==> src/rtl/uart_tx_arb.sv <==
// Two-requester, packet-locked, round-robin arbiter in front of a UART TX byte port.
// A watchdog revokes a grant whose owner stalls mid-packet so the other side is not starved.
module uart_tx_arb #(
   parameter int DW      = 8,
   parameter int IDLE_TO = 64,
   parameter int TO_W    = 16
) (
   input  logic          clk,
   input  logic          reset_n,
   input  logic          req0_valid,
   input  logic [DW-1:0] req0_data,
   input  logic          req0_last,
   output logic          req0_ready,
   input  logic          req1_valid,
   input  logic [DW-1:0] req1_data,
   input  logic          req1_last,
   output logic          req1_ready,
   input  logic          tx_full,
   output logic          wr_uart,
   output logic [DW-1:0] w_data,
   output logic [1:0]    grant,
   output logic          busy,
   output logic          timeout_err
);

   typedef enum logic {
      IDLE  = 1'b0,
      GRANT = 1'b1
   } state_t;

   localparam logic [TO_W-1:0] TO_LIMIT = TO_W'(IDLE_TO - 1);

   state_t          state_q, state_d;
   logic [1:0]      grant_q, grant_d;
   logic            last_served_q, last_served_d;
   logic [TO_W-1:0] wdog_q, wdog_d;
   logic            wr_q, wr_d;
   logic [DW-1:0]   wdata_q, wdata_d;
   logic            to_err_q, to_err_d;

   logic [1:0]      valid_v;
   logic [1:0]      last_v;
   logic [1:0]      ready_v;
   logic [1:0]      accept_v;
   logic            owner;
   logic            owner_valid;
   logic            owner_last;
   logic [DW-1:0]   owner_data;

   assign valid_v = {req1_valid, req0_valid};
   assign last_v  = {req1_last, req0_last};

   // The ~wr_q term guarantees an idle cycle after every write, hiding the UART full-flag lag.
   for (genvar gi = 0; gi < 2; gi++) begin : g_req
      assign ready_v[gi]  = (state_q == GRANT) & grant_q[gi] & ~tx_full & ~wr_q;
      assign accept_v[gi] = valid_v[gi] & ready_v[gi];
   end

   // grant_q is one-hot in GRANT, so bit 1 alone identifies the owner.
   assign owner       = grant_q[1];
   assign owner_valid = valid_v[owner];
   assign owner_last  = last_v[owner];
   assign owner_data  = owner ? req1_data : req0_data;

   always_comb begin
      state_d       = state_q;
      grant_d       = grant_q;
      last_served_d = last_served_q;
      wdog_d        = wdog_q;
      wr_d          = 1'b0;
      wdata_d       = wdata_q;
      to_err_d      = 1'b0;
      case (state_q)
         IDLE: begin
            wdog_d = '0;
            if (|valid_v) begin
               state_d = GRANT;
               if (&valid_v) begin
                  grant_d = last_served_q ? 2'b01 : 2'b10;
               end else begin
                  grant_d = valid_v;
               end
            end
         end
         GRANT: begin
            if (|accept_v) begin
               wr_d    = 1'b1;
               wdata_d = owner_data;
               wdog_d  = '0;
               if (owner_last) begin
                  state_d       = IDLE;
                  grant_d       = 2'b00;
                  last_served_d = owner;
               end
            end else if (!owner_valid) begin
               // Only starvation counts; back-pressured cycles leave the watchdog alone.
               if (wdog_q >= TO_LIMIT) begin
                  state_d       = IDLE;
                  grant_d       = 2'b00;
                  last_served_d = owner;
                  wdog_d        = '0;
                  to_err_d      = 1'b1;
               end else begin
                  wdog_d = wdog_q + TO_W'(1);
               end
            end
         end
         default: begin
            state_d = IDLE;
            grant_d = 2'b00;
         end
      endcase
   end

   always_ff @(posedge clk) begin
      if (!reset_n) begin
         state_q       <= IDLE;
         grant_q       <= 2'b00;
         last_served_q <= 1'b1;
         wdog_q        <= '0;
         wr_q          <= 1'b0;
         wdata_q       <= '0;
         to_err_q      <= 1'b0;
      end else begin
         state_q       <= state_d;
         grant_q       <= grant_d;
         last_served_q <= last_served_d;
         wdog_q        <= wdog_d;
         wr_q          <= wr_d;
         wdata_q       <= wdata_d;
         to_err_q      <= to_err_d;
      end
   end

   assign req0_ready  = ready_v[0];
   assign req1_ready  = ready_v[1];
   assign wr_uart     = wr_q;
   assign w_data      = wdata_q;
   assign grant       = grant_q;
   assign busy        = (state_q == GRANT);
   assign timeout_err = to_err_q;

endmodule

==> config.mk <==
export PLATFORM = sky130hd
export DESIGN_NAME = uart_tx_arb
export DESIGN_NICKNAME = d
export VERILOG_FILES = /design/src/rtl/uart_tx_arb.sv
export SDC_FILE = /design/constraint.sdc
export NUM_CORES = 1
export LEC_CHECK = 0
export ABC_AREA = 1
export CORE_MARGIN = 2
export CORE_UTILIZATION = 45
export DETAILED_ROUTE_END_ITERATION = 16
export GPL_TIMING_DRIVEN = 0
export MAX_ROUTING_LAYER = met4
export PLACE_DENSITY = 0.72
export REMOVE_ABC_BUFFERS = 1
export SKIP_CTS_REPAIR_TIMING = 1
export SYNTH_ARGS = -nofsm -noshare
export SYNTH_HDL_FRONTEND = slang
export SYNTH_SLANG_ARGS = --single-unit
==> constraint.sdc <==
create_clock -name clk -period 2.2 [get_ports clk]
set_input_delay 0.22 -clock clk [delete_from_list [all_inputs] [get_ports clk]]
set_output_delay 0.22 -clock clk [all_outputs]
set_load 0.02 [all_outputs]
-- Word-level counts from Yosys, hierarchy flattened
Index checks and enable logic that the tools add are counted.
- bits in latches: 0
- bits of input ports: 23
- register bits after elaboration: 30
- output and inout bits: 15
- memory bits (read-only): 0
- logic and storage cells: 66
- memories: 0
- bits in writable memories: 0
- shift-type cells: 0
- divide/modulo/power cells: 0
- magnitude comparators: 2
- $add $sub $neg: 1
- multiply operators: 0
- equality and inequality tests: 6
- reductions and logical operators: 9
- bitwise operators: 12
- mux-type cells: 29
- operator list (operator ; number):
    $mux W16 ; 3
    $pmux W16 S2 ; 1
    $add A16 B1 Y16 const B ; 1
    $ge A16 B6 Y1 const B ; 1
    $mux W1 ; 15
    $mux W2 ; 7
    $and A1 B1 Y1 ; 8
    $mux W8 ; 1
    $reduce_and A4 Y1 ; 2
    $reduce_and A2 Y1 ; 3
    $reduce_or A5 Y1 ; 1
    $ne A2 B2 Y1 const B ; 2
    $not A1 Y1 ; 4
    $pmux W2 S2 ; 1
    $reduce_or A2 Y1 ; 2
    $ne A3 B1 Y1 const B ; 1
    $ne A3 B2 Y1 const B ; 1
    $ne A3 B3 Y1 const B ; 1
    $lt A1 B2 Y1 const B ; 1
    $ne A2 B1 Y1 const B ; 1
    $pmux W1 S2 ; 1
    $reduce_bool A2 Y1 ; 1

-- Longest topological paths before layout
Gate-level depths: netlist (run 1).
- depth after elaboration: 7
- gate-level depth with buffers: 11
- mapped depth without buffers: 10

-- Least setup slack after synthesis (run 1)
OpenSTA, ideal clock, no wires.
- path kind: reg-to-reg
- start point: register state_q, in the netlist busy
- end point: register last_served_q
- buffers on the path: 1
- clock period less this slack: 1542 ps
- slack: 658 ps
- data required time: 2072 ps
- arrival: 1414 ps
- setup time: 128 ps
- stages on the path, launching flop included: 10
- path through: dfxtp_1 nand2_1 inv_1 nand3_1 nand2_2 buf_6 inv_2 or2_4 nand3_1 nand3_2
- longest elaborated chain between the ends: 7
- elaborated cells between the ends (all ways): 14
- those cells by class: eq/ne (2); mux (1); bitwise (8); reduce/logical (3)
- ends and longest elaborated chain (what ; line ; source):
    start, declared ; 33 ; state_t state_q, state_d;
    start signal, assigned ; 125 ; state_q <= state_d;
    $and A1 B1 Y1 (3 in series) ; 55 ; assign ready_v[gi] = (state_q == GRANT) & grant_q[gi] & ~tx_full & ~wr_q;
    $and A1 B1 Y1 ; 56 ; assign accept_v[gi] = valid_v[gi] & ready_v[gi];
    $reduce_or A2 Y1 ; 86 ; if (|accept_v) begin
    $ne A2 B2 Y1 (no source line) (tied with other cells) ; - ;
    $reduce_and A4 Y1 (no source line) ; - ;
    end signal, assigned ; 127 ; last_served_q <= last_served_d;
    end, declared ; 35 ; logic last_served_q, last_served_d;
Parallel ways exist; a longest one is shown, timed or not.
A chain may end at the register's enable or synchronous reset.

-- Worst setup path after layout (run 1)
- start point: register state_q, in the netlist busy
- end point: output port req1_ready
- longest elaborated chain between the ends: 3
- ends and longest elaborated chain (what ; line ; source):
    $and A1 B1 Y1 (3 in series) ; 55 ;
    end, declared ; 17 ; output logic req1_ready,
Every way passes these cells.

==> results_dict.tcl, run 1 <==
set metrics [dict create \
    syn_avg_cell_area_um2 7.116 \
    synth_enable_flop_cells 0 \
    synth_top_area_frac 0.4328 \
    tns_ns 0 \
    nNetsFinal 256 \
    dp_slack_ns 0.1140 \
    final_antenna_net_count 0 \
    dieHeight_um 59.53 \
    timing.fmax_mhz 526.0 \
    ys_types 26 \
    grt_start_max_net_pins 21 \
    clk_pin_slew_ns 0.09 \
    synth-async-reset-ratio 0 \
    critPathLaunchType "register" \
    max-cap-violations 0 \
    drive_gt1_frac 0.08621 \
    gp_congestion 0.8257 \
    synth_area_leader_cell "dfxtp_1" \
    routedWlPerCell_um 10.93 \
    status "finished clean" \
    grt_pass1_vias 1170 \
    r2r_start "grant[1]" \
    hold_viol 0 \
    drc 0 \
    synth_common_cells "nand2_1 (42), dfxtp_1 (30), nor2_1 (26), inv_1 (22), nor3_1 (16)" \
    finalSetupViolations 0 \
    fin_skew_ns 0.007574 \
    synthMuxAreaShare 0 \
    stdcell_count 265 \
    port_buffers 37 \
    ys_seq_area_frac 0.4328 \
    rows 20 \
    areaGrowthSynthToFinish_pct 29.58 \
    clk_path_buf_depth 2 \
    critPathArrivalTime_ns 1.68 \
    die_x_um 59.53 \
    setup_slack_ns 0.2988 \
    min_path_cells 2 \
    cts_buffers 5 \
    slew_viol_final 0 \
    vdd_ir_drop_max_mv 0.3501 \
    routed_via_density 4.894 \
    synth_cells 195 \
    synth_compound_area_frac 0.1163 \
    endpoint "req1_ready" \
    wl_um 2896 \
    cp_max_fo 8 \
    powerDensity_mw_per_mm2 591.7 \
    num_antenna_cells 0 \
    rsz0062_at_grt "no" \
    critPathLaunch "busy" \
    dieArea_mm2 0.003544 \
    fillers 299 \
    leakage_nw 0.7585 \
    synth_most_common_cell "nand2_1" \
    num_io_pins 38 \
    yosysWarnings 0 \
    syn-cell-area_mm2 0.001388 \
    synthSimpleGateAreaFrac 0.3408 \
    core_mm2 0.003003 \
    fin_crit_sh 0.8642 \
    critical_path_class "reg -> out" \
    required_ns 1.98 \
    synth_fa_ha_area_frac 0.009017 \
    tightestPinTransition_ns 0.5267 \
    cp-end-kind "output pin" \
    dp_cells 258 \
    r2r_setup_slack_ns 0.34 \
    fin_crit_ns 1.901 \
    reg2reg_to "grant[1]" \
    maxSlewHeadroom 0.6452 \
    ys_ff_latch 30 \
    clock-sinks 30 \
    cts_tree "yes" \
    drt_iter0_drc 74 \
    start_util 0.4621 \
    yosys.area_share.xor_xnor 0 \
    root_buffer "clkbuf_4" \
    vias 1297 \
    yosys-top-cells-area "dfxtp_1 (43%), nand2_1 (11%), nor2_1 (7.0%)" \
    dp_hpwl_um 2127 \
    antenna_found_initial 0 \
    cts_max_level 2 \
    synth_flop_cell "dfxtp_1" \
    synth_top_family_by_area "simple AND/OR/NAND/NOR gates" \
    hold_class "reg -> reg" \
    ff2ff_path_depth 9 \
    clk-insertion-delay-late_ns 0.33 \
    grt_pass1_wl_um 4850 \
    dr.pass1.iters 4 \
    overflow 0 \
    grt_usage 0.1906 \
]
-- area by class of cell --
cell class | count | area [µm²] | share of cell area
Sequential cell | 30 | 601.8 | 0.3347
Inverter | 24 | 90.09 | 0.05010
Timing Repair Buffer | 37 | 370.4 | 0.2060
Tap cell | 33 | 41.29 | 0.02296
Clock inverter | 2 | 10.01 | 0.005567
Clock buffer | 5 | 37.54 | 0.02088
Multi-Input combinational cell | 134 | 646.9 | 0.3598
-- how the worst min path moves through the flow --
stage / from / to / slack [ns]
final: wdog_q[8] / wdog_q[8] / 0.45
after global placement: wdog_q[8] / wdog_q[8] / 0.43
after floorplan: reset_n / last_served_q / 0.29
after global routing: req0_data[4] / w_data[4] / 0.44
after CTS: req1_data[4] / w_data[4] / 0.44
after detailed placement: wdog_q[8] / wdog_q[8] / 0.44
-- where the power goes --
part	switching, mW	internal (mW)
combinational	0.0995	0.0883
clock	0.184	0.115
sequential	0.0191	0.559
total	0.302	0.762
-- worst max-delay path: stages, from the launching register on --
cell and delay [ns]:
dfxtp_1 0.48, nand2_1 0.11, nor3_1 0.14, clkdlybuf4s50_1 0.63
-- cell families (layout without fill, tap and decap cells) --
kind of cell / Yosys count / after routing
adders and majority gates: 1 / 1
DFF: 30 / 30
buffers and inverters: 31 / 68
AOI/OAI and AO/OA: 28 / 28
and+or+nand+nor: 105 / 105
-- placed cells by master (no fill, tap or decap), types with 4 or more instances in the layout --
cell type        netlist  routed
a21oi_1                5       5
nor2_1                26      26
o21ai_0               11      11
inv_1                 22      22
clkdlybuf4s50_1        0      37
nand2_2                4       4
nand2_1               42      42
dfxtp_1               30      29
a31oi_1                8       8
clkbuf_4               0       5
nor3_1                16      16
nand3_1                9       9
-- state kept, by name (all words and copies together), names as in the netlist --
register / flops
wdog_q: 16
timeout_err: 1
wr_uart: 1
w_data: 8
last_served_q: 1
grant: 2
busy: 1
-- per-stage QoR --
| stage | cell area (µm²) | util | hold slack, ns | power [mW] |
|---|---|---|---|---|
| after detailed placement | 1749 | 0.5825 | 0.4373 | 0.7787 |
| after global routing | 1798 | 0.5988 | 0.4418 | 1.127 |
| final | 1798 | 0.5988 | 0.4482 | 1.064 |
| after floorplan | 1338 | - | 0.2922 | 0.6851 |
| after CTS | 1797 | 0.5983 | 0.4393 | 1.080 |
| after global placement | 1749 | 0.5825 | 0.4319 | 0.7778 |
-- layer usage --
metal	GRT usage	vias to the layer above	wire length, µm
met5	-	-	0
met4	0.07619	0	49
met1	0.2198	558	1403
met3	0.06114	6	133
met2	0.3061	30	1310
li1	-	703	-
Power figures use the tool's default switching activity.
==> run 2: changes to the inputs <==
--- a/config.mk
+++ b/config.mk
@@ -7,11 +7,11 @@
 export LEC_CHECK = 0
 export ABC_AREA = 1
 export CORE_MARGIN = 2
-export CORE_UTILIZATION = 45
+export CORE_UTILIZATION = 30
 export DETAILED_ROUTE_END_ITERATION = 16
 export GPL_TIMING_DRIVEN = 0
 export MAX_ROUTING_LAYER = met4
-export PLACE_DENSITY = 0.72
+export PLACE_DENSITY = 0.51
 export REMOVE_ABC_BUFFERS = 1
 export SKIP_CTS_REPAIR_TIMING = 1
 export SYNTH_ARGS = -nofsm -noshare
==> results_dict.tcl, run 2 (synthesis gave the netlist of run 1 again) <==
set metrics [dict create \
    largest-register "wdog_q" \
    hold_class "reg -> reg" \
    max-cap-violations 0 \
    rows 24 \
    drt_iter0_drc 47 \
    rsz0062_at_grt "no" \
    overflow 0 \
    dp_hpwl_um 2259 \
    dieHeight_um 72.01 \
    fin_skew_ns 0.005191 \
    cp_slowest_stage_delay_ns 0.52 \
    grt_pass1_wl_um 5168 \
    hold_viol 0 \
    layout_commonest_cell "nand2_1" \
    critPathLaunchType "register" \
    grt_pass1_vias 1240 \
    wl_um 3080 \
    cpLargestDelayFamily "simple AND/OR/NAND/NOR gates" \
    stdcell_count 284 \
    final_antenna_net_count 0 \
    critPathArrivalTime_ns 2.06 \
    cp-end-kind "register" \
    areaGrowthSynthToFinish_pct 33.36 \
    root_buffer "clkbuf_8" \
    fin_crit_sh 0.8713 \
    cp_max_fo 20 \
    clk_path_buf_depth 2 \
    clk-insertion-delay-late_ns 0.27 \
    worstPathCellList "nand2_1, inv_1, nand3_1, nand2_2, nor2_4, o21ai_0, nor3_1" \
    status "finished clean" \
    nNetsFinal 256 \
    tns_ns 0 \
    final_cell_mix "nand2_1 (42), clkdlybuf4s50_1 (37), dfxtp_1 (29)" \
    drive_gt1_frac 0.07759 \
    cts_max_level 2 \
    grt_usage 0.1334 \
    port_buffers 37 \
    dp_cells 277 \
    multi_input_area_um2 646.9 \
    cpMaxStageDelayCell "o21ai_0" \
    maxSlewHeadroom 0.5931 \
    num_io_pins 38 \
    leakage_nw 0.7660 \
    fillers 481 \
    gp_congestion 0.7341 \
    utilization 0.4192 \
    routed_via_density 4.546 \
    die_x_um 72.01 \
    start_util 0.3143 \
    tightestPinTransition_ns 0.6040 \
    grt_start_max_net_pins 21 \
    powerDensity_mw_per_mm2 633.4 \
    worst-path-buf-inv 1 \
    vias 1291 \
    required_ns 2.34 \
    clk_pin_slew_ns 0.06 \
    core_mm2 0.004414 \
    largest_register_ffs 16 \
    vdd_ir_drop_max_mv 0.2755 \
    dieArea_mm2 0.005185 \
    critical_path_class "reg -> reg" \
    num_antenna_cells 0 \
    slew_viol_final 0 \
    finalSetupViolations 0 \
    timing.fmax_mhz 521.7 \
    antenna_found_initial 0 \
    fin_crit_ns 1.917 \
    drc 0 \
    routedWlPerCell_um 10.85 \
    dr.pass1.iters 4 \
    ff_latch_area_um2 601.8 \
    cts_buffers 5 \
    cts_tree "yes" \
    clock-sinks 30 \
]
-- run 2: cell type report --
class,instances,area share
Sequential cell,30,0.3252
Inverter,24,0.04868
Clock buffer,7,0.04124
Multi-Input combinational cell,134,0.3496
Timing Repair Buffer,37,0.2001
Tap cell,52,0.03516
-- run 2: worst reg2reg max path, cell delays in order (launching register included) --
cell and delay (ns):
dfxtp_2 0.49, nand2_1 0.11, inv_1 0.07, nand3_1 0.09
nand2_2 0.32, nor2_4 0.10, o21ai_0 0.52, nor3_1 0.08
-- run 2: where the power goes --
group / internal [mW] / switching, mW
clock network: 0.217 / 0.188
registers: 0.560 / 0.0200
logic: 0.0883 / 0.0987
-- run 2: per-layer routing --
metal / vias up / GRT usage / routed length [µm]
met5: - / - / 0
met4: 0 / 0.06289 / 52
met3: 5 / 0.04861 / 184
met2: 34 / 0.2130 / 1395
met1: 554 / 0.1481 / 1447
li1: 698 / - / -
-- run 2: path summary, 6_finish.rpt --
kind                            startpoint  cells after the start  slack (ns)   endpoint
worst max-delay path              grant[1]                      7        0.28  wdog_q[2]
worst min-delay path             wdog_q[8]                      2        0.44  wdog_q[8]
worst max register to register    grant[1]                      7        0.28  wdog_q[2]
worst min register to register   wdog_q[8]                      2        0.44  wdog_q[8]
-- run 2: stage by stage --
| step | area [µm²] | setup slack [ns] | hold WS [ns] | total power, mW |
|---|---|---|---|---|
| 6_report | 1851 | 0.2831 | 0.4429 | 1.172 |
| 3_5_place_dp | 1773 | 0.03525 | 0.4337 | 0.7816 |
| 3_3_place_gp | 1773 | 0.01468 | 0.4334 | 0.7821 |
| 2_1_floorplan | 1338 | 0.3882 | 0.2922 | 0.6851 |
| 4_1_cts | 1849 | 0.03174 | 0.4426 | 1.193 |
| 5_1_grt | 1851 | 0.08938 | 0.4653 | 1.241 |
==> run 3: changes to the inputs <==
==> constraint.sdc (replaced) <==
create_clock -name clk -period 2.3 [get_ports clk]
set_input_delay 0.23 -clock clk [delete_from_list [all_inputs] [get_ports clk]]
set_output_delay 0.23 -clock clk [all_outputs]
set_load 0.02 [all_outputs]
==> results of run 3 <==
Same layout as run 2 (identical final DEF). Status: finished clean.
Main changes from that run: setup slack after placement 0.03525 ns -> 0.1252 ns; setup slack after layout 0.2831 ns -> 0.3831 ns; register-to-register setup slack 0.28 ns -> 0.38 ns; total power 1.172 mW -> 1.121 mW; worst IR drop on VDD 0.2755 mV -> 0.2635 mV
